`config.mk`:
```
export PLATFORM = sky130hd
export DESIGN_NAME = register_pipeline_receiver
export DESIGN_NICKNAME = d
export VERILOG_FILES = /design/src/rtl/register_pipeline_receiver.sv
export SDC_FILE = /design/constraint.sdc
export NUM_CORES = 1
export LEC_CHECK = 0
export CORE_AREA = 2 2 86 88
export DETAILED_ROUTE_END_ITERATION = 12
export DIE_AREA = 0 0 88 90
export PLACE_DENSITY_LB_ADDON = 0.05
export SYNTH_ARGS = -nofsm -noshare
export SYNTH_HDL_FRONTEND = slang
export SYNTH_SLANG_ARGS = --single-unit
```
`constraint.sdc`:
```
create_clock -name clk -period 3.3 [get_ports clk]
set_input_delay 0.66 -clock clk [delete_from_list [all_inputs] [get_ports clk]]
set_output_delay 0.66 -clock clk [all_outputs]
set_load 0.05 [all_outputs]
```
`src/rtl/register_pipeline_receiver.sv`:
```
// Receive-side controller for a register_pipeline: drives the pipeline enable,
// shadows stage validity with a tag chain and lands valid words in a small FIFO.
module register_pipeline_receiver #(
  parameter int WIDTH   = 16,
  parameter int LATENCY = 8,
  parameter int DEPTH   = 4
) (
  input  logic                         clk,
  input  logic                         reset,
  input  logic                         in_valid,
  output logic                         in_ready,
  output logic                         pipe_enable,
  input  logic [WIDTH-1:0]             pipe_dataout,
  output logic                         out_valid,
  input  logic                         out_ready,
  output logic [WIDTH-1:0]             out_data,
  output logic [$clog2(LATENCY+1)-1:0] inflight,
  output logic [$clog2(DEPTH+1)-1:0]   fifo_count
);

  localparam int IW = $clog2(LATENCY + 1);
  localparam int CW = $clog2(DEPTH + 1);
  localparam int PW = $clog2(DEPTH);

  logic [LATENCY-1:0] tag;
  logic [WIDTH-1:0]   mem [DEPTH];
  logic [PW-1:0]      wr_ptr;
  logic [PW-1:0]      rd_ptr;
  logic               tag_end;
  logic               fifo_full;
  logic               pop;
  logic               push;
  logic               take;
  logic               can_shift;

  // The end word may only leave the pipeline if the FIFO has (or is making) room.
  always_comb begin
    tag_end     = tag[LATENCY-1];
    fifo_full   = (fifo_count == CW'(DEPTH));
    pop         = out_valid && out_ready;
    can_shift   = !tag_end || !fifo_full || pop;
    pipe_enable = can_shift && (in_valid || (inflight != '0));
    push        = pipe_enable && tag_end;
    take        = pipe_enable && in_valid;
  end

  assign in_ready  = can_shift;
  assign out_valid = (fifo_count != '0);
  assign out_data  = mem[rd_ptr];

  // NOTE: state registers use non-blocking assignments so every stage samples
  // its predecessor's pre-edge value, exactly like the pipeline it shadows.
  always_ff @(posedge clk or negedge reset) begin
    if (!reset) begin
      tag <= '0;
    end else if (pipe_enable) begin
      tag[0] <= in_valid;
      for (int i = 1; i < LATENCY; i++) tag[i] <= tag[i-1];
    end
  end

  always_ff @(posedge clk or negedge reset) begin
    if (!reset) begin
      inflight <= '0;
    end else begin
      case ({take, push})
        2'b10:   inflight <= inflight + IW'(1);
        2'b01:   inflight <= inflight - IW'(1);
        default: ;
      endcase
    end
  end

  always_ff @(posedge clk or negedge reset) begin
    if (!reset) begin
      fifo_count <= '0;
      wr_ptr     <= '0;
      rd_ptr     <= '0;
    end else begin
      case ({push, pop})
        2'b10:   fifo_count <= fifo_count + CW'(1);
        2'b01:   fifo_count <= fifo_count - CW'(1);
        default: ;
      endcase
      if (push) wr_ptr <= wr_ptr + PW'(1);
      if (pop)  rd_ptr <= rd_ptr + PW'(1);
    end
  end

  // NOTE: storage is deliberately not reset; fifo_count gates out_valid, so
  // stale entries are never observable and the array stays plain flops/RAM.
  always_ff @(posedge clk) begin
    if (push) mem[wr_ptr] <= pipe_dataout;
  end

endmodule
```
==> impl_results.md <==
* Status: complete, no violations
* Hold buffer count at cts at 0
* Syn_area_per_cell at 19.5 um^2
* Measured slew at the worst slew-check pin at 0.856 ns
* Setup violators final at 0
* H-tree depth at 3
* Final setup TNS at 0 ns
* Share of layout cells above drive strength 1 at 25.2%
* Met3 GRT Util at 3.58%
* Number of routed nets with antenna violations at 0
* Gpl congestion at 0.843
* Worst-path clk slew at 0.08 ns
* Antenna fix cells at 0
* Mapped Nets at 204
* Layout area overhead at 24.1%
* Crit path max fanout at 17
* GR Util met2 at 26.6%
* Leading area contributor after synthesis: edfxtp_1
* # DRC at 0
* HPWL Detailed at 3.89 mm
* Post-synthesis register bit count at 83
* Via Count at 1,723
* Area share of the largest cell type after synthesis at 56.6%
* Met1 global-route usage at 18.2%
* CP Capture Type: primary output
* Port bufs at 45
* Gate Count Post-Synth at 174
* # Max-Cap Violations at 0
* Clock tree buffer depth at 2
* First-pass GRT wire length at 9.05 mm
* Overflow after GRT at 0
* Min Tclk post-route at 3.01 ns
* YS warnings at 0
* Post-CTS setup repair buffer count at 0
* Ports at 46
* Worst setup path class: register to primary output
* Final core occ at 60.1%
* CTS root buf: clkbuf_8
* Row cnt at 31
* Final Net Count at 267
* Critical path arrival at 2.35 ns
* WP data required at 2.64 ns
* Largest net degree at the start of global routing at 20
* Final Cycle Share at 91.2%
* CP startpoint kind: register
* Final Max Slew Viols at 0
* Initial core utilization at 48.4%
* Top Usage Layer GRT: met2
* Final Hold Fails at 0
* CTS sink cnt at 83
* Vias in the first global route at 1,894
* WL per Instance at 16.0 um
* Post-CTS resize count at 0
* Synth cell types at 31
* Hold Path Class: register to register
* Synth area leaders: edfxtp_1 57%, dfrtp_1 14%, mux4_2 11%
* Initial drt markers at 82
* Final Skew at 0.00691 ns
* Seq/Total Area, Yosys at 70.6%
* Initial antenna violation count at 0
* Core ar. at 7020 um^2
* TritonCTS Buffers at 9
* Max transition margin at 42.8%
* F_max at 0.332 GHz
* Cell Area, Synth at 3400 um^2
* CTS tree: built
* First-pass iteration count of the detailed router at 4
* Die span in x at 88 um
* Vias per cell at 5.05
* Final wirelength at 5.47 mm
* DIE AREA at 7920 um^2
* GRT Overall Usage at 15.3%
* RSZ-0062 raised after global routing: false
* Clock Latency Late Sink at 0.33 ns
* Die extent in y at 90 um
[worst paths after layout]
path	from	endpoint	slack, ns	cells after the start
worst min register to register	tag[5]$_DFFE_PN0N_	tag[5]$_DFFE_PN0N_	0.51	1
min in group asynchronous	reset	fifo_count[1]$_DFFE_PN0P_	0.82	1
max in group asynchronous	reset	tag[2]$_DFFE_PN0N_	1.95	1
worst max-delay path	rd_ptr[1]$_DFFE_PN0P_	out_data[11]	0.29	2
worst min-delay path	tag[5]$_DFFE_PN0N_	tag[5]$_DFFE_PN0N_	0.51	1
worst max register to register	inflight[0]$_DFFE_PN0P_	inflight[3]$_DFFE_PN0P_	0.76	7
[cell families after synthesis]
group,share of synthesized area [%]
muxes,13.9
adders and majority gates,4.13
DFF,70.6
and+or+nand+nor,4.16
AOI/OAI and AO/OA,3.13
xor gates and xnor gates,2.06
buffers and inverters,2.06
[sequential cells by signal (all words and copies together), names as in the netlist]
signal      cells
mem            64
tag             8
inflight        4
fifo_count      3
rd_ptr          2
wr_ptr          2
[per-stage QoR]
stage               cell area [um^2]  std cells  hold WS, ns  setup slack, ns
finish                          4220        341        0.510            0.289
global route                    4220        341        0.529            0.148
CTS                             4220        341        0.512            0.228
detailed placement              4020        325        0.494            0.148
global placement                4020        325        0.486            0.202
floorplan                       3400        174        0.364           0.0627
[worst max-delay path, cell delays in order (launching register included)]
cell             delay, ns
dfrtp_1               0.86
mux4_2                0.35
clkdlybuf4s50_1       0.81
[cell type report]
type / count / area, um^2
Tap cell: 99 / 124
Sequential cell: 83 / 2400
Fill cell: 521 / 2800
Clock buffer: 10 / 128
Inverter: 12 / 45.0
Multi-Input combinational cell: 74 / 930
Timing Repair Buffer: 57 / 528
Clock inverter: 6 / 65.1
[layout by cell type, fill, tap and decap left out, types with 3 or more instances in the layout]
cell type / instances
edfxtp_1: 64
clkdlybuf4s50_1: 40
dfrtp_1: 19
buf_4: 17
mux4_2: 16
inv_1: 12
mux2_2: 9
clkbuf_8: 9
ha_1: 8
nand2_1: 5
and2_1: 4
xnor2_1: 4
xor2_1: 4
nor3b_1: 3
clkinvlp_4: 3
[synth_stat cells (all sizes together)]
cell type  number
ha              8
mux4           16
o311ai          1
a21oi           2
xnor2           4
and2            4
edfxtp         64
a22oi           1
a2111o          1
nand2           5
fa              2
or3             1
dfrtp          19
o21ai           2
o211ai          1
xor2            4
nand3           2
nor3b           3
inv            12
nor4b           1
mux2i           1
o31a            1
mux2            9
clkbuf          2
nor2            1
a211oi          1
nor4            1
buf             3
o2bb2ai         1
or4b            1
[routing by layer]
metal | vias up | part of all wire, %
li1 | 802 | -
met2 | 31 | 56
met3 | 2 | 3.2
met4 | 0 | 0.55
met1 | 888 | 40
met5 | - | 0
Power is not shown: default switching activity piles up to over one toggle a cycle in this logic, so the estimate is an artifact.
==> RTL change (config.mk and constraints unchanged) <==
Register the output `fifo_count` once more, without a reset; this adds one clock of latency there. The other outputs are not delayed to match.
--- a/src/rtl/register_pipeline_receiver.sv
+++ b/src/rtl/register_pipeline_receiver.sv
@@ -22,6 +22,8 @@
   localparam int CW = $clog2(DEPTH + 1);
   localparam int PW = $clog2(DEPTH);
 
+  logic [$clog2(DEPTH+1)-1:0] fifo_count_s0;
+
   logic [LATENCY-1:0] tag;
   logic [WIDTH-1:0]   mem [DEPTH];
   logic [PW-1:0]      wr_ptr;
@@ -36,7 +38,7 @@
   // The end word may only leave the pipeline if the FIFO has (or is making) room.
   always_comb begin
     tag_end     = tag[LATENCY-1];
-    fifo_full   = (fifo_count == CW'(DEPTH));
+    fifo_full   = (fifo_count_s0 == CW'(DEPTH));
     pop         = out_valid && out_ready;
     can_shift   = !tag_end || !fifo_full || pop;
     pipe_enable = can_shift && (in_valid || (inflight != '0));
@@ -45,7 +47,7 @@
   end
 
   assign in_ready  = can_shift;
-  assign out_valid = (fifo_count != '0);
+  assign out_valid = (fifo_count_s0 != '0);
   assign out_data  = mem[rd_ptr];
 
   // NOTE: state registers use non-blocking assignments so every stage samples
@@ -73,13 +75,13 @@
 
   always_ff @(posedge clk or negedge reset) begin
     if (!reset) begin
-      fifo_count <= '0;
+      fifo_count_s0 <= '0;
       wr_ptr     <= '0;
       rd_ptr     <= '0;
     end else begin
       case ({push, pop})
-        2'b10:   fifo_count <= fifo_count + CW'(1);
-        2'b01:   fifo_count <= fifo_count - CW'(1);
+        2'b10:   fifo_count_s0 <= fifo_count_s0 + CW'(1);
+        2'b01:   fifo_count_s0 <= fifo_count_s0 - CW'(1);
         default: ;
       endcase
       if (push) wr_ptr <= wr_ptr + PW'(1);
@@ -93,4 +95,8 @@
     if (push) mem[wr_ptr] <= pipe_dataout;
   end
 
+  always_ff @(posedge clk) begin
+    fifo_count <= fifo_count_s0;
+  end
+
 endmodule
Function: changed (a bounded check fails within 10 cycles, from zero or initial values and one cycle with reset low).
==> RTL change against the unedited design <==
  * First-iteration DRC count increased by 2.4%
  * Sequential cell count is 3 higher
  * Synthesized cell count grew 1.7%
  * Area after synthesis grew 1.8%
  * Sequential share of layout area up 0.72 points
  * Count of clock-buffer cells in the layout increased by 3
  * Cell area is 1.2% higher
  * Worst setup slack gained 0.030 ns
  * Die area did not move
  * Routed wire length increased by 4.7%
  * Global-route usage increased by 0.83 points
  * Critical endpoint is now out_data[2]
Power is not shown: default switching activity piles up to over one toggle a cycle in this logic, so the estimate is an artifact.
==> RTL change: results (changes against the unedited design) <==
| Metric | Value |
|---|---|
| Seq area share | 57.6% (+0.72 points) |
| Signal buffers | 55 (-3.5%) |
| Num CTS Buffers | 9 (unchanged) |
| Post-synthesis sequential area ratio | 71.1% (+0.51 points) |
| Skew final | 0.00988 ns (+0.00296 ns) |
| Final #Nets | 268 (+0.37%) |
| Diode count | 0 (unchanged) |
| Fraction of area in multi-input gates | 21.8% (-0.27 points) |
| Global-route wire length before repair | 9480 um (+4.8%) |
| Finished Cell Area | 4270 um2 (+1.2%) |
| Async S/R FF share, synth | 22.1% (-0.80 points) |
| Actual slew at the worst max-slew pin | 0.869 ns (+0.0129 ns) |
| Post-Syn Instances | 177 (+1.7%) |
| Met2 Track Usage GR | 26.2% (-0.44 points) |
| Data arrival time of the worst path | 2.32 ns (-0.03 ns) |
| WL met3 | 211 um (+19%) |
| Max FO, Critical Path | 15 (-2) |
| Result of the run | completed |
| FFs & Latches | 86 (+3.6%) |
| Met2 routed WL | 2890 um (-5.9%) |
| Met3 Track Usage GR | 3.12% (-0.46 points) |
| Count of different cell masters after synthesis | 32 (+3.2%) |
| Final WL | 5730 um (+4.7%) |
| DRT iter0 DRCs | 84 (+2.4%) |
| DRT met1 WL | 2520 um (+15%) |
| Dpl ws | 0.00558 ns (-0.142 ns) |
| Worst hold margin | 0.470 ns (-0.0403 ns) |
| Average size of a mapped cell | 19.5 um2 (about the same) |
| Syn_nets | 207 (+1.5%) |
| Flop-to-flop setup slack | 0.58 ns (-0.18 ns) |
| Top post-synthesis cells by area | edfxtp_1, dfrtp_1, mux4_2 |
| Fin crit period | 2.98 ns (-0.0299 ns) |
| Final non-clock buffer share | 12.3% (-0.27 points) |
| Fillers | 531 (+1.9%) |
| Gr usage total | 16.1% (+0.83 points) |
| Post-DP HPWL | 4000 um (+2.8%) |
| Met1 Usage GRT | 21.3% (+3.1 points) |
| Vias in the first global route | 1,892 (-0.11%) |
| Vias | 1,746 (+1.3%) |
| ClkCell Share | 4.43% (-0.14 points) |
-- RTL change: path summary, 6_finish.rpt --
kind	end	cells past startpoint	from
max	out_data[2]	2	rd_ptr[1]
min	fifo_count[2]	0	fifo_count_s0[2]
max reg2reg	inflight[3]	7	inflight[0]
min reg2reg	fifo_count[2]	0	fifo_count_s0[2]
max in group asynchronous	rd_ptr[1]	1	reset
min in group asynchronous	tag[1]	1	reset
-- RTL change: cells by family (layout without fill, tap and decap cells) --
family / Yosys count / count (layout) / synth area share (%)
flip-flops: 86 / 86 / 71.1
multiplexers: 26 / 26 / 13.6
AND/OR/NAND/NOR: 19 / 19 / 4.09
buffers and inverters: 17 / 83 / 2.03
AO/OA/AOI/OAI: 11 / 11 / 3.08
adder cells (fa/ha/maj): 10 / 10 / 4.05
XOR/XNOR: 8 / 8 / 2.03
-- RTL change: critical path: stages, from the launching register on --
cell	delay (ns)
dfrtp_1	0.83
mux4_2	0.35
clkdlybuf4s50_1	0.81
